==> config.mk <==
export PLATFORM = sky130hd
export DESIGN_NAME = nibble_packer
export DESIGN_NICKNAME = d
export VERILOG_FILES = /design/src/rtl/nibble_packer_pkg.sv /design/src/rtl/nibble_wr_dec.sv /design/src/rtl/nibble_packer.sv
export SDC_FILE = /design/constraint.sdc
export NUM_CORES = 1
export LEC_CHECK = 0
export BUFFER_PORTS_ARGS = -buffer_cell sky130_fd_sc_hd__buf_2
export CAP_MARGIN = 5
export CORE_MARGIN = 4
export CORE_UTILIZATION = 54
export CTS_CLUSTER_DIAMETER = 50
export CTS_CLUSTER_SIZE = 8
export DETAILED_ROUTE_END_ITERATION = 12
export PLACE_DENSITY_LB_ADDON = 0.05
export SLEW_MARGIN = 10
export SYNTH_ARGS = -nofsm -noshare
export SYNTH_HDL_FRONTEND = slang
export SYNTH_HIERARCHICAL = 1
export SYNTH_SLANG_ARGS = --single-unit
==> constraint.sdc <==
create_clock -name clk -period 3.4 [get_ports clk]
set_input_delay 0.51 -clock clk [delete_from_list [all_inputs] [get_ports clk]]
set_output_delay 0.51 -clock clk [all_outputs]
set_load 0.005 [all_outputs]
==> src/rtl/nibble_packer_pkg.sv <==
// rtl/nibble_packer_pkg.sv - shared constants, state enum and word type for the display digit path
package nibble_packer_pkg;

  localparam int DIGIT_W = 4;
  localparam int DIGITS  = 8;
  localparam int NUM_W   = 3;

  typedef enum logic {FILL = 1'b0, FULL = 1'b1} state_e;

  typedef logic [DIGITS*DIGIT_W-1:0] disp_word_t;

endpackage

==> src/rtl/nibble_wr_dec.sv <==
// rtl/nibble_wr_dec.sv - 3-to-8 one-hot nibble write-enable decoder gated by the accept strobe
module nibble_wr_dec
  import nibble_packer_pkg::*;
(
  input  logic [NUM_W-1:0]  num,
  input  logic              en,
  output logic [DIGITS-1:0] we
);

  always_comb begin
    we = '0;
    if (en) we[num] = 1'b1;
  end

endmodule

==> src/rtl/nibble_packer.sv <==
// rtl/nibble_packer.sv - packs 4-bit digits into a 32-bit display word, offers it when full
// Optional backspace input enabled by NIBBLE_PACKER_BACKSPACE_EN.
module nibble_packer #(
  parameter int DIGITS  = 8,
  parameter int DIGIT_W = 4
) (
  input  logic                                  clk,
  input  logic                                  rst_n,
  input  logic [DIGIT_W-1:0]                    in_digit,
  input  logic                                  in_valid,
  output logic                                  in_ready,
  input  logic                                  clear,
`ifdef NIBBLE_PACKER_BACKSPACE_EN
  input  logic                                  bksp,
`endif
  output logic [DIGITS*DIGIT_W-1:0]             DATA,
  output logic [nibble_packer_pkg::NUM_W-1:0]   NUM,
  output logic                                  out_valid,
  input  logic                                  out_ready
);

  import nibble_packer_pkg::*;

  state_e           state_q, state_d;
  disp_word_t       data_q, data_d;
  logic [NUM_W-1:0] num_q, num_d;
  logic [DIGITS-1:0] we;
  logic             accept, consume;

  assign accept  = (state_q == FILL) && in_valid;
  assign consume = (state_q == FULL) && out_ready;

  nibble_wr_dec u_wr_dec (
    .num (num_q),
    .en  (accept),
    .we  (we)
  );

`ifdef NIBBLE_PACKER_BACKSPACE_EN
  logic [NUM_W-1:0] num_dec;
  assign num_dec = num_q - NUM_W'(1);
`endif

  // Priority: clear, then accept, then consume, then backspace.
  always_comb begin
    state_d = state_q;
    data_d  = data_q;
    num_d   = num_q;
    if (clear) begin
      state_d = FILL;
      data_d  = '0;
      num_d   = '0;
    end else if (accept) begin
      for (int k = 0; k < DIGITS; k++) begin
        if (we[k]) data_d[k*DIGIT_W +: DIGIT_W] = in_digit;
      end
      num_d = num_q + NUM_W'(1);
      if (num_q == NUM_W'(DIGITS-1)) state_d = FULL;
    end else if (consume) begin
      state_d = FILL;
      data_d  = '0;
      num_d   = '0;
    end
`ifdef NIBBLE_PACKER_BACKSPACE_EN
    else if (bksp && (state_q == FILL) && (num_q != '0)) begin
      num_d = num_dec;
      for (int k = 0; k < DIGITS; k++) begin
        if (num_dec == NUM_W'(k)) data_d[k*DIGIT_W +: DIGIT_W] = '0;
      end
    end
`endif
  end

  always_ff @(posedge clk) begin
    if (!rst_n) begin
      state_q <= FILL;
      data_q  <= '0;
      num_q   <= '0;
    end else begin
      state_q <= state_d;
      data_q  <= data_d;
      num_q   <= num_d;
    end
  end

  assign in_ready  = (state_q == FILL);
  assign out_valid = (state_q == FULL);
  assign DATA      = data_q;
  assign NUM       = num_q;

endmodule

**After elaboration in Yosys (flattened, before gate mapping)**

Cells that the tools add are included.

- Bits in registers: 36
- Output and inout bits: 37

- Add/subtract/negate cells: 1
- $lt $le $gt $ge: 2
- Equal/unequal tests: 10
- Multiplexer cells: 18
- Bitwise gates (word level): 2
- Reductions and logical operators: 14

Operator list:

| cell | count |
|---|---|
| $mux 32 | 2 |
| $mux 4 | 8 |
| $ne 2x1->1 const B | 9 |
| $reduce_and 2->1 | 9 |
| $mux 8 | 1 |
| $mux 3 | 2 |
| $lt 3x4->1 const B | 1 |
| $mux 1 | 4 |
| $add 3x1->3 const B | 1 |
| $demux 1 s3 | 1 |
| $eq 3x3->1 const B | 1 |
| $ge 3x1->1 const B | 1 |
| $logic_and 1x1->1 | 3 |
| $not 1->1 | 2 |
| $reduce_bool 2->1 | 1 |
| $reduce_or 2->1 | 1 |

**Longest topological paths before layout**

Gate-level depths: netlist of run 1.

- Word-level depth: 7
- Gate-level depth with buffers: 8
- Gate-level depth less buffers: 6

**Modules after synthesis**

Netlist of run 1, hierarchy kept.

By module, submodules not included:

| module | instances | cells an instance | area each (sq um) |
|---|---|---|---|
| nibble_packer | 1 | 174 | 1,488.9 |
| nibble_wr_dec | 1 | 8 | 96.3 |

**Worst setup path before layout of run 1**

No wires, ideal clock.

- Path type: input-to-reg
- Start: in in_valid
- End: reg data_q[2], in the netlist DATA[2]
- Setup time: 0.132 ns
- Data arrival time: 1.586 ns
- Data required time: 3.268 ns
- Path slack: 1.682 ns
- Stages: 8
- Cells stage by stage: buf_6 -> nand2b_4 -> inv_6 -> buf_8 -> nor4b_2 -> nand3b_1 -> nand3_1 -> a21oi_1

- Cells in the longest elaborated chain, start to end: 4

RTL lines:

| item | RTL line | text |
|---|---|---|
| start: declaration | nibble_packer.sv:10 | `input logic in_valid,` |
| $logic_and 1x1->1 | nibble_packer.sv:30 | `assign accept = (state_q == FILL) && in_valid;` |
| named net accept | nibble_packer.sv:28 | `logic accept, consume;` |
| $mux 8 | nibble_wr_dec.sv:12 | `if (en) we[num] = 1'b1;` |
| named net we[0] | nibble_packer.sv:27 | `logic [DIGITS-1:0] we;` |
| $ne 2x1->1 (no line) | n/a |  |
| $reduce_and 2->1 (no line) | n/a |  |
| end signal: assignment | nibble_packer.sv:81 | `data_q <= data_d;` |
| end: declaration | nibble_packer.sv:25 | `disp_word_t data_q, data_d;` |

The timed path passes the listed nets, and every way through them passes these cells.
A chain may end at the register's enable or synchronous reset.

**Final worst setup path of run 1**

- Start: reg state_q, in the netlist out_valid
- End: reg data_q[2], in the netlist DATA[2]

- Cells in the longest elaborated chain, start to end: 5

RTL lines:

| item | RTL line | text |
|---|---|---|
| start: declaration | nibble_packer.sv:24 | `state_e state_q, state_d;` |
| start signal: assignment | nibble_packer.sv:80 | `state_q <= state_d;` |
| $not 1->1 | nibble_packer.sv:30 |  |
| $logic_and 1x1->1 | nibble_packer.sv:30 |  |
| $mux 8 | nibble_wr_dec.sv:12 |  |
| named net we[0] | nibble_packer.sv:27 |  |
| $ne 2x1->1 (no line) | n/a |  |
| $reduce_and 2->1 (no line) | n/a |  |

The timed path passes the listed nets, and every way through them passes these cells.

==> flow_metrics.py, run 1 <==
metrics = {
    "run_status": {
        "status": "completed",
    },
    "pwr": {
        "p_total_mw": 0.6982,
        "seq_power_share": 0.610,
        "combPwrFrac": 0.056,
        "p_per_area_nw_per_um2": 387.2,
        "switching_share": 0.2321,
        "ir_drop_v": 0.0003119,
        "leakage_nw": 0.6902,
        "p_clk_frac": 0.334,
        "intPower_mw": 0.5362,
        "p_switching_mw": 0.1620,
    },
    "drt": {
        "drc_errors": 0,
        "drt_iter0_drc": 50,
        "ant_nets": 0,
        "viasPerCell": 5.948,
        "drt-total-wl_um": 3705,
        "num_vias": 1487,
        "dr.pass1.iters": 4,
        "wire_per_inst_um": 14.82,
    },
    "clock_network": {
        "cts_buffers": 5,
        "cts_hold_buf": 0,
        "root_buffer": "clkbuf_4",
        "ctsResizeCount": 0,
        "clk_latency_ns": 0.33,
        "cts_tree": "built",
        "post-cts-setup-buffers": 0,
        "cts_buffer_depth": 2,
        "clk_pin_slew_worst_paths_ns": 0.10,
        "clock_sinks": 36,
        "h-tree-depth": 2,
    },
    "die": {
        "die_area_um2": 3866,
        "die_x_um": 62.18,
        "rows": 19,
        "ioPinCount": 46,
        "core_area_um2": 2781,
        "dieHeight_um": 62.18,
        "initial_utilization": 0.5700,
    },
    "cells_and_area": {
        "fin_util": 0.6482,
        "multi_input_area_um2": 747.0,
        "area_growth_pct": 13.73,
        "seq_area_um2": 720.7,
        "final_cell_mix": "nand3_1, buf_2, dfxtp_1, a21oi_1, nand3b_1",
        "nets": 229,
        "diodes": 0,
        "nFillCells": 237,
        "final_common_cell": "nand3_1",
        "drive_above_1_share": 0.2877,
    },
    "logic_synthesis": {
        "async_flop_share": 0,
        "synthesis.nets": 193,
        "synth_top_area_share": 0.4546,
        "syn_area_um2": 1585,
        "synth_edf_count": 0,
        "synth.distinct_cells": 21,
        "synth_flop_cell": "dfxtp_1",
        "synth_top_cell_by_area": "dfxtp_1",
        "syn_inst": 182,
        "yosys_warnings": 6,
        "avgSynthCellArea_um2": 8.710,
        "synth-seq-cells": 36,
        "synth_top_cells_by_area": "dfxtp_1, nand3_1, a21oi_1",
        "ys_seq_area_frac": 0.4546,
    },
    "worst_setup_path": {
        "critPathKind": "reg2reg",
        "r2r_cells": 6,
        "critPathRequiredTime_ns": 3.60,
        "reg2reg_to": "DATA[2]",
        "worst_setup_path_end_kind": "flip-flop",
        "critical_path_arrival_ns": 2.08,
        "crit_fanout": 43,
        "r2r_start": "out_valid",
        "critPathLaunchType": "flip-flop",
        "r2r_setup_slack_ns": 1.52,
    },
    "min_path": {
        "hold_end": "DATA[12]",
        "hold_class": "reg2reg",
        "worstHoldStart": "DATA[12]",
        "min_path_cells": 2,
    },
    "global_routing": {
        "track_usage": 0.1950,
        "grt_max_degree": 44,
        "grt_overflow_total": 0,
        "grt_pass1_vias": 1341,
        "grt_pass1_wl_um": 6251,
        "antenna_found_initial": 0,
    },
    "placement": {
        "portBuffers": 45,
        "post-place-ws_ns": 1.325,
        "routabilityCongestion": 0.7553,
        "hpwlAfterDp_um": 2548,
    },
    "sta": {
        "grt_setup_unrepaired": "no",
        "fin_skew_ns": 0.003015,
        "finalSetupViolCount": 0,
        "worstMarginPinSlew_ns": 0.6821,
        "fin_crit_ns": 1.878,
        "post-route-period-util": 0.5525,
        "finalHoldViolCount": 0,
        "fmax_mhz": 532.4,
        "drv_slew": 0,
        "relSlewSlack": 0.5453,
        "setup_tns_ns": 0,
        "worst_slack_ns": 1.522,
    },
    "job": {
        "drv_cap": 0,
    },
}
==> sequential cells by signal (all words and copies together), names as in the netlist <==
name	count
DATA	32
NUM	3
out_valid	1
==> synth_stat cells (2+ instances only) <==
| cell type | instances |
|---|---|
| dfxtp_1 | 36 |
| buf_2 | 7 |
| nand3b_1 | 8 |
| and4bb_2 | 3 |
| clkbuf_2 | 4 |
| a21oi_1 | 36 |
| nand2b_1 | 2 |
| nand3_1 | 67 |
| ha_1 | 2 |
| nand2_1 | 2 |
| buf_6 | 3 |
| and4b_2 | 3 |
==> cell families (layout without fill, tap and decap cells) <==
| family | count (synthesis) | in the layout | synth area share |
|---|---|---|---|
| buffers and inverters | 18 | 55 | 0.07576 |
| DFF | 36 | 36 | 0.4546 |
| and+or+nand+nor | 90 | 90 | 0.3402 |
| AOI/OAI and AO/OA | 36 | 36 | 0.1137 |
| adders and majority gates | 2 | 2 | 0.01578 |
==> per-layer routing <==
layer | vias up | GRT usage | wire, um
li1 | 742 | - | -
met1 | 698 | 0.2486 | 1662
met2 | 40 | 0.3109 | 1775
met3 | 7 | 0.05766 | 201
met4 | 0 | 0.06775 | 65
met5 | - | 0 | 0
==> worst max-delay path: stages (launching register included) <==
cell and delay, ns:
dfxtp_1 0.45, nand2b_4 0.23, inv_6 0.22, nor4b_2 0.43, nand3b_1 0.21, nand3_1 0.12, a21oi_1 0.09
==> cell type report <==
type                    instances  area share
clock buffers                   8     0.03262
inverters                       2    0.006940
multi-input cells             128      0.4143
flip-flops and latches         36      0.3997
well taps                      31     0.02151
repair buffers                 45      0.1249
==> power by group through the flow <==
| stage | Combinational [mW] | Clock, mW | Sequential [mW] |
|---|---|---|---|
| 3_5_place_dp | 0.0383 | 0 | 0.436 |
| 6_report | 0.0391 | 0.233 | 0.426 |
| 3_3_place_gp | 0.0368 | 0 | 0.436 |
| 5_1_grt | 0.0430 | 0.262 | 0.427 |
| 4_1_cts | 0.0384 | 0.240 | 0.426 |
| 2_1_floorplan | 0.0337 | 0 | 0.435 |
==> worst max-delay path by stage <==
stage | start | endpoint | slack (ns)
CTS | out_valid | DATA[2] | 1.52
finish | out_valid | DATA[2] | 1.52
global route | out_valid | DATA[0] | 1.34
global placement | in_valid | DATA[3] | 1.42
floorplan | in_valid | DATA[2] | 1.68
detailed placement | in_valid | DATA[2] | 1.32
==> metrics by stage <==
| stage | hold WS [ns] | cell area, um2 | instances |
|---|---|---|---|
| 2_1_floorplan | 0.4642 | 1585 | 182 |
| 6_report | 0.4683 | 1803 | 250 |
| 3_3_place_gp | 0.4536 | 1742 | 242 |
| 5_1_grt | 0.4881 | 1803 | 250 |
| 3_5_place_dp | 0.4577 | 1742 | 242 |
| 4_1_cts | 0.4721 | 1800 | 250 |
Power figures use the tool's default switching activity.
==> run 2, diff against run 1 <==
--- a/config.mk
+++ b/config.mk
@@ -8,7 +8,7 @@
 export BUFFER_PORTS_ARGS = -buffer_cell sky130_fd_sc_hd__buf_2
 export CAP_MARGIN = 5
 export CORE_MARGIN = 4
-export CORE_UTILIZATION = 54
+export CORE_UTILIZATION = 46
 export CTS_CLUSTER_DIAMETER = 50
 export CTS_CLUSTER_SIZE = 8
 export DETAILED_ROUTE_END_ITERATION = 12
==> constraint.sdc (replaced) <==
create_clock -name clk -period 1.7 [get_ports clk]
set_input_delay 0.255 -clock clk [delete_from_list [all_inputs] [get_ports clk]]
set_output_delay 0.255 -clock clk [all_outputs]
set_load 0.005 [all_outputs]
==> run 2 against run 1 <==
Combinational power grew 130%. Core utilization shrank 8.0 points. Via count grew 0.54%. Wire length grew 2.0%. Global-route usage shrank 1.4 points. Worst hold slack lost 0.21 ns. Clock-buffer cell count is the same. Cell count grew 8.8%. Clock skew grew 0.0042 ns.
==> flow_metrics.py, run 2 (synthesized netlist as in run 1, its figures left out) <==
metrics = {
    "run_status": {
        "status": "completed",
    },
    "sta": {
        "relSlewSlack": 0.7532,
        "setup_tns_ns": 0,
        "post-route-period-util": 0.8622,
        "finalHoldViolCount": 0,
        "fin_crit_ns": 1.466,
        "fmax_mhz": 682.3,
        "grt_setup_unrepaired": "no",
        "fin_skew_ns": 0.007211,
        "drv_slew": 0,
        "worstMarginPinSlew_ns": 0.3698,
        "finalSetupViolCount": 0,
    },
    "worst_setup_path": {
        "cp_top_family": "simple AND/OR/NAND/NOR gates",
        "critPathRequiredTime_ns": 1.91,
        "crit_chain": "nand2b_4 > inv_6 > and4bb_2 > nand3b_1 > nand3_1 > a21oi_1",
        "critical_path_arrival_ns": 1.67,
        "critPathKind": "reg2reg",
        "cp_num_buf_inv": 1,
        "slowest_delay_ns": 0.32,
        "worst_setup_path_end_kind": "flip-flop",
        "crit_fanout": 36,
        "critPathLaunchType": "flip-flop",
        "critical-path-slowest-cell": "dfxtp_1",
    },
    "drt": {
        "wl_met3_um": 227,
        "drc_errors": 0,
        "num_vias": 1495,
        "drt_iter0_drc": 97,
        "wl_met1_um": 1690,
        "viasPerCell": 5.496,
        "drt-total-wl_um": 3778,
        "wl_met2_um": 1787,
        "ant_nets": 0,
        "dr.pass1.iters": 4,
        "highest_layer": "met4",
        "wire_per_inst_um": 13.89,
    },
    "clock_network": {
        "clk_latency_ns": 0.33,
        "h-tree-depth": 2,
        "post-cts-setup-buffers": 0,
        "clk_pin_slew_worst_paths_ns": 0.11,
        "cts_tree": "built",
        "cts_buffers": 5,
        "root_buffer": "clkbuf_4",
        "ctsResizeCount": 0,
        "cts_hold_buf": 0,
        "cts_buffer_depth": 2,
        "clock_sinks": 36,
    },
    "global_routing": {
        "grt_pass1_vias": 1390,
        "grt_max_degree": 37,
        "grt_overflow_total": 0,
        "track_usage": 0.1806,
        "grt_pass1_wl_um": 6113,
        "antenna_found_initial": 0,
    },
    "pwr": {
        "p_clk_frac": 0.332,
        "p_total_mw": 1.413,
        "p_per_area_nw_per_um2": 745.1,
        "intPower_mw": 1.083,
        "leakage_nw": 0.7350,
        "switching_share": 0.2336,
        "p_switching_mw": 0.3302,
        "ir_drop_v": 0.0004007,
        "seq_power_share": 0.603,
        "combPwrFrac": 0.065,
    },
    "job": {
        "drv_cap": 0,
    },
    "min_path": {
        "hold_class": "in2reg",
    },
    "cells_and_area": {
        "final_common_cell": "nand3_1",
        "largest_register_ffs": 32,
        "diodes": 0,
        "fin_area_um2": 1897,
        "nets": 236,
        "layoutNonFillerInstCount": 272,
        "fin_util": 0.5684,
        "area_growth_pct": 19.65,
        "drive_above_1_share": 0.3053,
        "final_cell_mix": "nand3_1, buf_2, dfxtp_1, a21oi_1, nand3b_1",
    },
    "die": {
        "die_area_um2": 4450,
        "dieHeight_um": 66.71,
        "die_x_um": 66.71,
        "rows": 21,
        "initial_utilization": 0.4751,
        "core_area_um2": 3337,
        "ioPinCount": 46,
    },
    "placement": {
        "hpwlAfterDp_um": 2750,
        "dp.cells": 264,
        "routabilityCongestion": 0.8274,
        "portBuffers": 45,
        "dpl_cell_area_um2": 1838,
    },
}
==> run 2: cell types whose count changed in the layout (fill, tap and decap cells not counted) <==
cell | before | now
buf_12 | 0 | 2
buf_4 | 0 | 5
nand2b_1 | 1 | 2
nand2b_2 | 1 | 0
==> run 2: metal layers <==
metal	vias to the layer above	GRT usage
met3	8	0.05228
met2	45	0.3020
met1	695	0.2191
met4	0	0.06345
met5	-	0
li1	747	-
==> run 2: metrics by stage <==
stage	worst slack (ns)	hold slack [ns]
6_report	0.2343	0.2618
5_1_grt	0.1317	0.2556
4_1_cts	0.2386	0.2478
3_5_place_dp	0.2673	0.4565
3_3_place_gp	0.3128	0.4541
2_1_floorplan	0.1847	0.4642
==> run 2: final cells by class <==
class / count / area, um2
repair buffers: 52 / 302.8
clock buffers: 8 / 58.81
multi-input cells: 128 / 744.5
fillers: 326 / 1440
inverters: 2 / 12.51
flip-flops and latches: 36 / 720.7
well taps: 46 / 57.56
==> run 2: worst paths after layout <==
kind	endpoint	slack (ns)	start	cells past startpoint
setup reg to reg	DATA[10]	0.23	out_valid	6
hold / removal	DATA[16]	0.26	in_digit[0]	3
hold reg to reg	DATA[26]	0.47	DATA[26]	2
setup / recovery	DATA[10]	0.23	out_valid	6
==> run 2: worst reg2reg max path, delay by kind of cell, from the launching register on <==
kind,cells,cell delay (ns)
AO/OA/AOI/OAI,1,0.06
buffers and inverters,1,0.19
flip-flops,1,0.32
AND/OR/NAND/NOR,4,0.77
==> run 2: power groups by stage <==
stage	clock [mW]	sequential (mW)	combinational [mW]
6_report	0.470	0.852	0.0913
5_1_grt	0.521	0.853	0.100
2_1_floorplan	0	0.871	0.0675
3_5_place_dp	0	0.872	0.0911
4_1_cts	0.481	0.852	0.0912
3_3_place_gp	0	0.871	0.0892
